`config.mk`:
```
export PLATFORM = sky130hd
export DESIGN_NAME = keypad_scanner
export DESIGN_NICKNAME = d
export VERILOG_FILES = /design/src/rtl/keypad_scanner_pkg.sv /design/src/rtl/keypad_scanner_row_sync.sv /design/src/rtl/keypad_scanner.sv
export SDC_FILE = /design/constraint.sdc
export NUM_CORES = 1
export LEC_CHECK = 0
export CAP_MARGIN = 20
export CELL_PAD_IN_SITES_DETAIL_PLACEMENT = 1
export CELL_PAD_IN_SITES_GLOBAL_PLACEMENT = 1
export CORE_AREA = 2 2 87 47
export DETAILED_ROUTE_END_ITERATION = 8
export DIE_AREA = 0 0 89 49
export PLACE_DENSITY = 0.78
export SLEW_MARGIN = 20
export SYNTH_ARGS = -nofsm -noshare
export SYNTH_HDL_FRONTEND = slang
export SYNTH_SLANG_ARGS = --single-unit
```
`constraint.sdc`:
```
create_clock -name int_osc -period 3.15 [get_ports int_osc]
set_input_delay 0.945 -clock int_osc [delete_from_list [all_inputs] [get_ports int_osc]]
set_output_delay 0.945 -clock int_osc [all_outputs]
set_load 0.02 [all_outputs]
```
`src/rtl/keypad_scanner_pkg.sv`:
```
// Shared types and constants for the 4x4 keypad scanner and its downstream debouncer.
// Pure declarations: no latency, no flow control.
package keypad_pkg;

    typedef enum logic [1:0] {
        DRIVE,
        SAMPLE,
        HOLD
    } scan_state_t;

    localparam int NUM_ROWS = 4;
    localparam int NUM_COLS = 4;
    localparam int KEY_W    = 4;

    localparam logic [KEY_W-1:0] KEYMAP [NUM_ROWS][NUM_COLS] = '{
        '{4'h1, 4'h2, 4'h3, 4'hA},
        '{4'h4, 4'h5, 4'h6, 4'hB},
        '{4'h7, 4'h8, 4'h9, 4'hC},
        '{4'hE, 4'h0, 4'hF, 4'hD}
    };

    function automatic int max_int(input int a, input int b);
        return (a > b) ? a : b;
    endfunction

    function automatic logic [NUM_COLS-1:0] col_drive(input logic [1:0] idx);
        return ~(4'b0001 << idx);
    endfunction

endpackage

```
`src/rtl/keypad_scanner_row_sync.sv`:
```
// Two-flop synchronizer for the asynchronous keypad rows, resetting to all-ones (idle).
// Latency 2 cycles; no backpressure.
module row_sync #(
    parameter int W = 4
) (
    input  logic         i_clk,
    input  logic         i_rst_n,
    input  logic [W-1:0] i_d,
    output logic [W-1:0] o_q
);

    logic [W-1:0] r_meta;
    logic [W-1:0] r_sync;

    always_ff @(posedge i_clk or negedge i_rst_n) begin
        if (!i_rst_n) begin
            r_meta <= '1;
            r_sync <= '1;
        end else begin
            r_meta <= i_d;
            r_sync <= r_meta;
        end
    end

    assign o_q = r_sync;

endmodule

```
`src/rtl/keypad_scanner.sv`:
```
// Column-scan controller: one-cold column drive, settle-then-sample, freezes on a single press until release.
// Press visible one edge after SAMPLE; no backpressure, outputs are registered levels.
module keypad_scanner
    import keypad_pkg::*;
#(
    parameter int SETTLE_CYCLES  = 120,
    parameter int RELEASE_CYCLES = 1200
) (
    input  logic                int_osc,
    input  logic                reset,
    input  logic [NUM_ROWS-1:0] rows,
    output logic [NUM_COLS-1:0] cols,
    output logic                pressed,
    output logic [KEY_W-1:0]    key
);

    localparam int CNT_W = $clog2(max_int(SETTLE_CYCLES, RELEASE_CYCLES)) + 1;
    localparam logic [CNT_W-1:0] SETTLE_LAST  = CNT_W'(SETTLE_CYCLES - 1);
    localparam logic [CNT_W-1:0] RELEASE_LAST = CNT_W'(RELEASE_CYCLES - 1);

    scan_state_t         r_state;
    logic [CNT_W-1:0]    r_cnt;
    logic [1:0]          r_col_idx;
    logic [NUM_COLS-1:0] r_cols;
    logic                r_pressed;
    logic [KEY_W-1:0]    r_key;

    scan_state_t         w_state_nxt;
    logic [CNT_W-1:0]    w_cnt_nxt;
    logic [1:0]          w_col_nxt;
    logic [NUM_COLS-1:0] w_cols_nxt;
    logic                w_pressed_nxt;
    logic [KEY_W-1:0]    w_key_nxt;

    logic [NUM_ROWS-1:0] w_rows_s;
    logic [NUM_ROWS-1:0] w_low;
    logic                w_single;
    logic [1:0]          w_row_idx;
    logic [1:0]          w_col_inc;

    row_sync #(.W(NUM_ROWS)) u_row_sync (
        .i_clk   (int_osc),
        .i_rst_n (reset),
        .i_d     (rows),
        .o_q     (w_rows_s)
    );

    // Exactly one row low is a valid press; ghosting/multi-key reads are skipped.
    assign w_low     = ~w_rows_s;
    assign w_single  = (w_low != '0) && ((w_low & (w_low - 4'd1)) == '0);
    assign w_col_inc = r_col_idx + 2'd1;

    always_comb begin
        w_row_idx = 2'd0;
        for (int r = NUM_ROWS - 1; r >= 0; r--) begin
            if (w_low[r]) begin
                w_row_idx = 2'(r);
            end
        end
    end

    always_ff @(posedge int_osc or negedge reset) begin
        if (!reset) begin
            r_state   <= DRIVE;
            r_cnt     <= '0;
            r_col_idx <= 2'd0;
            r_cols    <= 4'b1110;
            r_pressed <= 1'b0;
            r_key     <= 4'h0;
        end else begin
            r_state   <= w_state_nxt;
            r_cnt     <= w_cnt_nxt;
            r_col_idx <= w_col_nxt;
            r_cols    <= w_cols_nxt;
            r_pressed <= w_pressed_nxt;
            r_key     <= w_key_nxt;
        end
    end

    always_comb begin
        w_state_nxt   = r_state;
        w_cnt_nxt     = r_cnt;
        w_col_nxt     = r_col_idx;
        w_cols_nxt    = r_cols;
        w_pressed_nxt = r_pressed;
        w_key_nxt     = r_key;
        case (r_state)
            DRIVE: begin
                if (r_cnt == SETTLE_LAST) begin
                    w_cnt_nxt   = '0;
                    w_state_nxt = SAMPLE;
                end else begin
                    w_cnt_nxt = r_cnt + CNT_W'(1);
                end
            end
            SAMPLE: begin
                w_cnt_nxt = '0;
                if (w_single) begin
                    w_key_nxt     = KEYMAP[w_row_idx][r_col_idx];
                    w_pressed_nxt = 1'b1;
                    w_state_nxt   = HOLD;
                end else begin
                    w_col_nxt   = w_col_inc;
                    w_cols_nxt  = col_drive(w_col_inc);
                    w_state_nxt = DRIVE;
                end
            end
            HOLD: begin
                // Any low row, including a second key, restarts the release count.
                if (w_rows_s == '1) begin
                    if (r_cnt == RELEASE_LAST) begin
                        w_cnt_nxt     = '0;
                        w_pressed_nxt = 1'b0;
                        w_col_nxt     = w_col_inc;
                        w_cols_nxt    = col_drive(w_col_inc);
                        w_state_nxt   = DRIVE;
                    end else begin
                        w_cnt_nxt = r_cnt + CNT_W'(1);
                    end
                end else begin
                    w_cnt_nxt = '0;
                end
            end
            default: begin
                w_cnt_nxt   = '0;
                w_state_nxt = DRIVE;
            end
        endcase
    end

    assign cols    = r_cols;
    assign pressed = r_pressed;
    assign key     = r_key;

endmodule

```
# [Yosys cells after proc, flatten, opt, wreduce, memory -nomap -nowiden]
# Cells that the tools add are included.
[op_classes] addsub=3 n_shift=1 n_reduce_logical=9 mux=31 magnitude_cmp=2 bitwise_logic=5 eq_ne=10
[op_table] op="12-bit two-way mux" count=3
[op_table] op="16-bit binary-select mux with 2-bit select" count=1
[op_table] op="16-bit two-way mux" count=2
[op_table] op="12-bit one-hot mux with 2 select lines" count=1
[op_table] op="2-bit two-way mux" count=11
[op_table] op="4-bit two-way mux" count=5
[op_table] op="12-bit by 1-bit adder with 12-bit output, second input constant" count=1
[op_table] op="12-bit by 11-bit equality test with 1-bit output, second input constant" count=1
[op_table] op="12-bit by 7-bit equality test with 1-bit output, second input constant" count=1
[op_table] op="2-bit != test, second input constant" count=5
[op_table] op="4-bit binary-select mux with 2-bit select" count=1
[op_table] op="4-bit inverter" count=2
[op_table] op="4-bit one-hot mux with 2 select lines" count=1
[op_table] op="4-bit AND reduction" count=2
[op_table] op="3-bit >= comparator, second input constant" count=2
[op_table] op="2-bit inverter with 3-bit output" count=2
[op_table] op="2-bit one-hot mux with 3 select lines" count=1
[op_table] op="4-bit bitwise AND" count=1
[op_table] op="4-bit equality test, second input constant" count=1
[op_table] op="4-bit zero test" count=1
[op_table] op="2-bit one-hot mux with 2 select lines" count=1
[op_table] op="4-bit nonzero test" count=1
[op_table] op="1-bit by 2-bit << shifter with 4-bit output, first input constant" count=1
[op_table] op="4-bit by 1-bit subtractor with 4-bit output, second input constant" count=1
[op_table] op="other kinds (10)" count=12
[totals] inputBits=6 ff_bits=33 word_cells=69 out_inout_bits=9

# [Logic depth before layout (Yosys ltp)]
[logic_depth] word_depth=12 depth_mapped=6 ltp_nobuf=5

# [Cells and area by module]
# Synthesis repeated with hierarchy kept, for this count alone.
[unflattened] cells_unflattened=154 hier_area_um2=1644.1
[by_module_without_submodules] module="keypad_scanner" seq_area_each_um2=629.4 area_per_inst_um2=1433.9 cells_each=146 n_inst=1
[by_module_without_submodules] module="row_sync" seq_area_each_um2=210.2 area_per_inst_um2=210.2 cells_each=8 n_inst=1

# [Least setup slack after synthesis]
# OpenSTA, ideal clock, no wires.
[synth_timing] kind="register to register" startpoint="register r_cnt[0]" endpoint="register r_col_idx[1]" slack_ns=1.195 n_path_buf=0 arrival_ns=1.830 setup_time_ns=0.125 t_required_ns=3.025 period_less_slack_ns=1.955 path_stages_with_launch=6 path_cell_list="dfrtp_1 -> ha_1 -> nand3_1 -> or4_4 -> o22ai_4 -> mux2_4"
[synth_between] elab_chain_cells=3
[synth_rtl] item="start: declaration" line="keypad_scanner.sv:22" source="logic [CNT_W-1:0] r_cnt;"
[synth_rtl] item="start signal: assignment" line="keypad_scanner.sv:72" source="r_cnt <= w_cnt_nxt;"
[synth_rtl] item="12-bit by 11-bit equality test with 1-bit output" line="keypad_scanner.sv:111" source="if (r_cnt == RELEASE_LAST) begin"
[synth_rtl] item="2-bit != test (no source line)"
[synth_rtl] item="4-bit AND reduction (no source line)"
[synth_rtl] item="end signal: assignment" line="keypad_scanner.sv:73" source="r_col_idx <= w_col_nxt;"
[synth_rtl] item="end: declaration" line="keypad_scanner.sv:23" source="logic [1:0] r_col_idx;"
# No other way between the ends.
# A chain may end at the register's enable or synchronous reset.

# [Worst setup path in the final report]
[layout_timing] startpoint="register r_cols[3], in the netlist cols[3]" endpoint="output port cols[3]"
[layout_rtl] item="start: declaration" line="keypad_scanner.sv:24" source="logic [NUM_COLS-1:0] r_cols;"
[layout_rtl] item="start signal: assignment" line="keypad_scanner.sv:74" source="r_cols <= w_cols_nxt;"
[layout_rtl] item="end: declaration" line="keypad_scanner.sv:12" source="output logic [NUM_COLS-1:0] cols,"
# No word-level cell between the ends.

==> parameters.txt <==
Parameter                              Value

Outcome
  Result of the run    finished, final reports clean

Clock network
  CTS tree    yes
  Resized Gates After CTS    0
  Root Driver    sky130_fd_sc_hd__clkbuf_8
  Hold-fix buffer count after cts    0
  TritonCTS buffer count    5
  Number of sinks handled by clock tree synthesis    33
  Clk_lat worst skew    0.28 ns
  Clock tree buffer depth    2
  Post-CTS clock slew at the launch and capture registers of the worst setup and hold paths    0.07 ns
  Count of H-tree levels built during CTS    2
  Count of buffers added by post-CTS timing repair for setup    0

Floorplan
  DIE WIDTH    89 um
  Boundary pin count    15
  Die Area    around 4400 um^2
  Die height    49 um
  Std-Cell Rows    16
  Initial core utilization    45.41%
  Core region area    3684 um^2

Pwr
  Total power of the final layout    0.8208 mW
  Total power per unit cell area    425.7 nW/um^2
  Maximum ir drop on the vdd rail    about 240 uV
  Static power due to leakage    0.7775 nW

Cells and area
  Area growth from synthesis to final layout    15.26%
  Final standard cell utilization of the core    a little over half
  Fillcell total    421
  Post-route non-filler standard cell count    221
  Share of post-route cells with drive strength above 1    17.96%
  Ant diodes    0
  Count of nets after finishing    between 150 and 200

Job
  MaxCap Viol Count    0

Synthesis
  Number of distinct standard cells referenced by the synthesized netlist    44
  Adder and majority gate portion of the synthesized area    3.740%
  Most used flip-flop cell after synthesis    sky130_fd_sc_hd__dfrtp_1
  Largest family of logic cells by synthesized area    simple AND/OR/NAND/NOR gates
  Post-Synth XOR/XNOR Area    6.283%
  Post-Synth Simple-Gate Area    17.65%
  Seq/Total Area, Yosys    about half
  Async SR Flop Fraction    100.0%
  Number of synthesized flops with an enable pin    0
  Cell area after synthesis    1673 um^2
  Total of warnings raised by yosys    0
  Post-Syn Area per Cell    10.93 um^2
  Post-Syn Nets    164
  Fraction of the mapped netlist area in compound gates    8.751%
  Synth Register Bits    33
  Mux contribution to synthesized area    6.582%
  Cell count after synthesis    between 150 and 200

STA
  Setup ws final    0.7957 ns
  Final Cycle Share    roughly three quarters
  Max-slew headroom at the worst pin    60.24%
  Transition time of the tightest slew-check pin    0.5965 ns
  Sum of negative setup slack    0 ns
  Fin. Hold Viols    0
  Setup Skew    between 0.006 and 0.007 ns
  Final-report max-slew violation count    0
  Setup violations, final    0
  Fin crit period    2.354 ns
  Max frequency    0.4248 GHz
  Setup repair after global routing missed its margin    no

Drt
  Remaining DRCs    0
  Number of routed nets with antenna violations    0
  DRC marker count from the first detailed-route iteration    78
  Detailed-route vias per instance    around 5.4
  Routed length per placed instance    roughly 16 um
  First-pass detailed-route iteration total    4
  Routed Wire Length    approximately 3.6 mm
  Total number of vias    1185

Placement
  Cells after DPL    213
  Final GP Congestion    0.7646
  Pre-CTS WS    1.010 ns
  Placed wire-length estimate after detailed placement    roughly 2.6 mm
  IO buf count    14

Worst setup path
  Critical Path Fanout Max    2
  Sort of element at the start of the critical path    register
  Required time reported for the critical path endpoint    2.20 ns
  Standard cell with the maximum stage delay on the critical path    sky130_fd_sc_hd__clkdlybuf4s50_1
  Number of buffers and inverters on the critical path    1
  Path type of the worst setup path    reg2out
  Worst path cell trace    clkdlybuf4s50_1
  Worst Path Arrival    approximately 1.4 ns
  Delay-heaviest family, CP    buffers and inverters
  Worst path max stage delay    0.60 ns
  CP endpoint kind    primary output

Global route
  Global-route usage over all layers    19.31%
  Antenna violations before repair    0
  Largest net degree at the start of global routing    34
  Global-route wire length before repair    roughly 6.3 mm
  Total gr overflow    0
  Vias in the first global route    1226

Hold path
  Path category of the worst min-delay check    reg2reg
## worst register-to-register path: cells and delay by family, from the launching register on
family                     cells  cell delay, ns
adders and majority gates      1            0.25
and+or+nand+nor                2            0.73
muxes                          1            0.33
DFF                            1            0.39
AOI/OAI and AO/OA              1            0.35
## placed cells by master (no fill, tap or decap), types with 2 or more instances in the layout
cell type,netlist,final
sky130_fd_sc_hd__dfrtp_1,22,22
sky130_fd_sc_hd__nor3_1,14,14
sky130_fd_sc_hd__clkdlybuf4s50_1,0,14
sky130_fd_sc_hd__inv_1,12,12
sky130_fd_sc_hd__dfstp_2,11,11
sky130_fd_sc_hd__xnor2_1,10,10
sky130_fd_sc_hd__clkbuf_8,0,7
sky130_fd_sc_hd__nand2_1,6,6
sky130_fd_sc_hd__nand3_1,5,5
sky130_fd_sc_hd__mux2i_1,5,5
sky130_fd_sc_hd__a21oi_1,5,5
sky130_fd_sc_hd__o21ai_0,5,5
sky130_fd_sc_hd__ha_1,5,5
sky130_fd_sc_hd__nand2b_1,4,4
sky130_fd_sc_hd__mux2_2,4,4
sky130_fd_sc_hd__nor2_1,3,3
sky130_fd_sc_hd__nand4b_1,3,3
sky130_fd_sc_hd__or3_1,2,2
sky130_fd_sc_hd__nor4_1,2,2
sky130_fd_sc_hd__nor3b_1,2,2
sky130_fd_sc_hd__xor2_1,2,2
sky130_fd_sc_hd__a31oi_1,2,2
sky130_fd_sc_hd__buf_4,2,2
## layer usage
layer	routed length [um]	vias to the layer above	track usage (%)
met5	0	-	0
met4	27	0	3.731
met3	135	5	5.584
met2	1632	22	28.98
met1	1796	602	28.10
li1	-	556	-
## worst paths after layout
kind / cells past startpoint / endpoint / slack (ns) / start
min reg2reg: 0 / u_row_sync.o_q[0]$_DFF_PN1_ / 0.36 / u_row_sync.r_meta[0]$_DFF_PN1_
max: 1 / cols[3] / 0.80 / cols[3]$_DFFE_PN1P_
min: 0 / u_row_sync.o_q[0]$_DFF_PN1_ / 0.36 / u_row_sync.r_meta[0]$_DFF_PN1_
max reg2reg: 5 / r_col_idx[1]$_DFFE_PN0P_ / 0.99 / r_cnt[0]$_DFF_PN0_
max in group asynchronous: 2 / cols[3]$_DFFE_PN1P_ / 1.75 / reset
min in group asynchronous: 2 / r_cnt[9]$_DFF_PN0_ / 1.07 / reset
## through the flow
stage	hold WS, ns	cell area [um^2]
after floorplan	0.3452	1673
after global placement	0.3460	1827
after detailed placement	0.3479	1827
after CTS	0.3576	1928
after global routing	0.3659	1928
final	0.3555	1928
## power by group
part / leakage, nW / switching, mW / total, mW / internal, mW
Sequential: 0.408 / 0.00899 / 0.443 / 0.434
Clock: 0.0542 / 0.148 / 0.346 / 0.197
Combinational: 0.315 / 0.0179 / 0.0323 / 0.0144
Total: 0.778 / 0.175 / 0.821 / 0.645
## cells by family (layout without fill, tap and decap cells)
| group | after synthesis | after routing |
|---|---|---|
| mux | 10 | 10 |
| fa+ha+maj | 5 | 5 |
| simple gates | 50 | 50 |
| flops | 33 | 33 |
| buf+inv | 22 | 36 |
| compound gates | 21 | 21 |
| xor+xnor | 12 | 12 |
## synthesized netlist by cell type, types with 2 or more instances
library cell	count	area, um^2
sky130_fd_sc_hd__mux2i_1	5	50.05
sky130_fd_sc_hd__nor3b_1	2	15.01
sky130_fd_sc_hd__a21oi_1	5	25.02
sky130_fd_sc_hd__ha_1	5	62.56
sky130_fd_sc_hd__xor2_1	2	17.52
sky130_fd_sc_hd__dfrtp_1	22	550.5
sky130_fd_sc_hd__inv_1	12	45.04
sky130_fd_sc_hd__clkbuf_1	5	18.77
sky130_fd_sc_hd__nand3_1	5	25.02
sky130_fd_sc_hd__dfstp_2	11	289.0
sky130_fd_sc_hd__o21ai_0	5	25.02
sky130_fd_sc_hd__mux2_2	4	45.04
sky130_fd_sc_hd__nand2_1	6	22.52
sky130_fd_sc_hd__xnor2_1	10	87.58
sky130_fd_sc_hd__nor2_1	3	11.26
sky130_fd_sc_hd__nand4b_1	3	26.28
sky130_fd_sc_hd__buf_4	2	15.01
sky130_fd_sc_hd__nor4_1	2	12.51
sky130_fd_sc_hd__nor3_1	14	70.07
sky130_fd_sc_hd__or3_1	2	12.51
sky130_fd_sc_hd__nand2b_1	4	25.02
sky130_fd_sc_hd__a31oi_1	2	12.51
## flip-flops by register name, summed over array words and instances (netlist names)
name	flops
cols	4
u_row_sync.r_meta	4
u_row_sync.o_q	4
pressed	1
r_col_idx	2
r_state	2
key	4
r_cnt	12
## cell type report
type                    count  area, um^2  share of cell area, %
repair buffers             16       155.1                  8.047
inverters                  12       45.04                  2.336
clock buffers               7       96.34                  4.997
well taps                  54       67.56                  3.504
multi-input cells          98       719.4                  37.31
flip-flops and latches     33       839.6                  43.54
clock inverters             1       5.005                 0.2596
(Power assumes the default switching activity.)
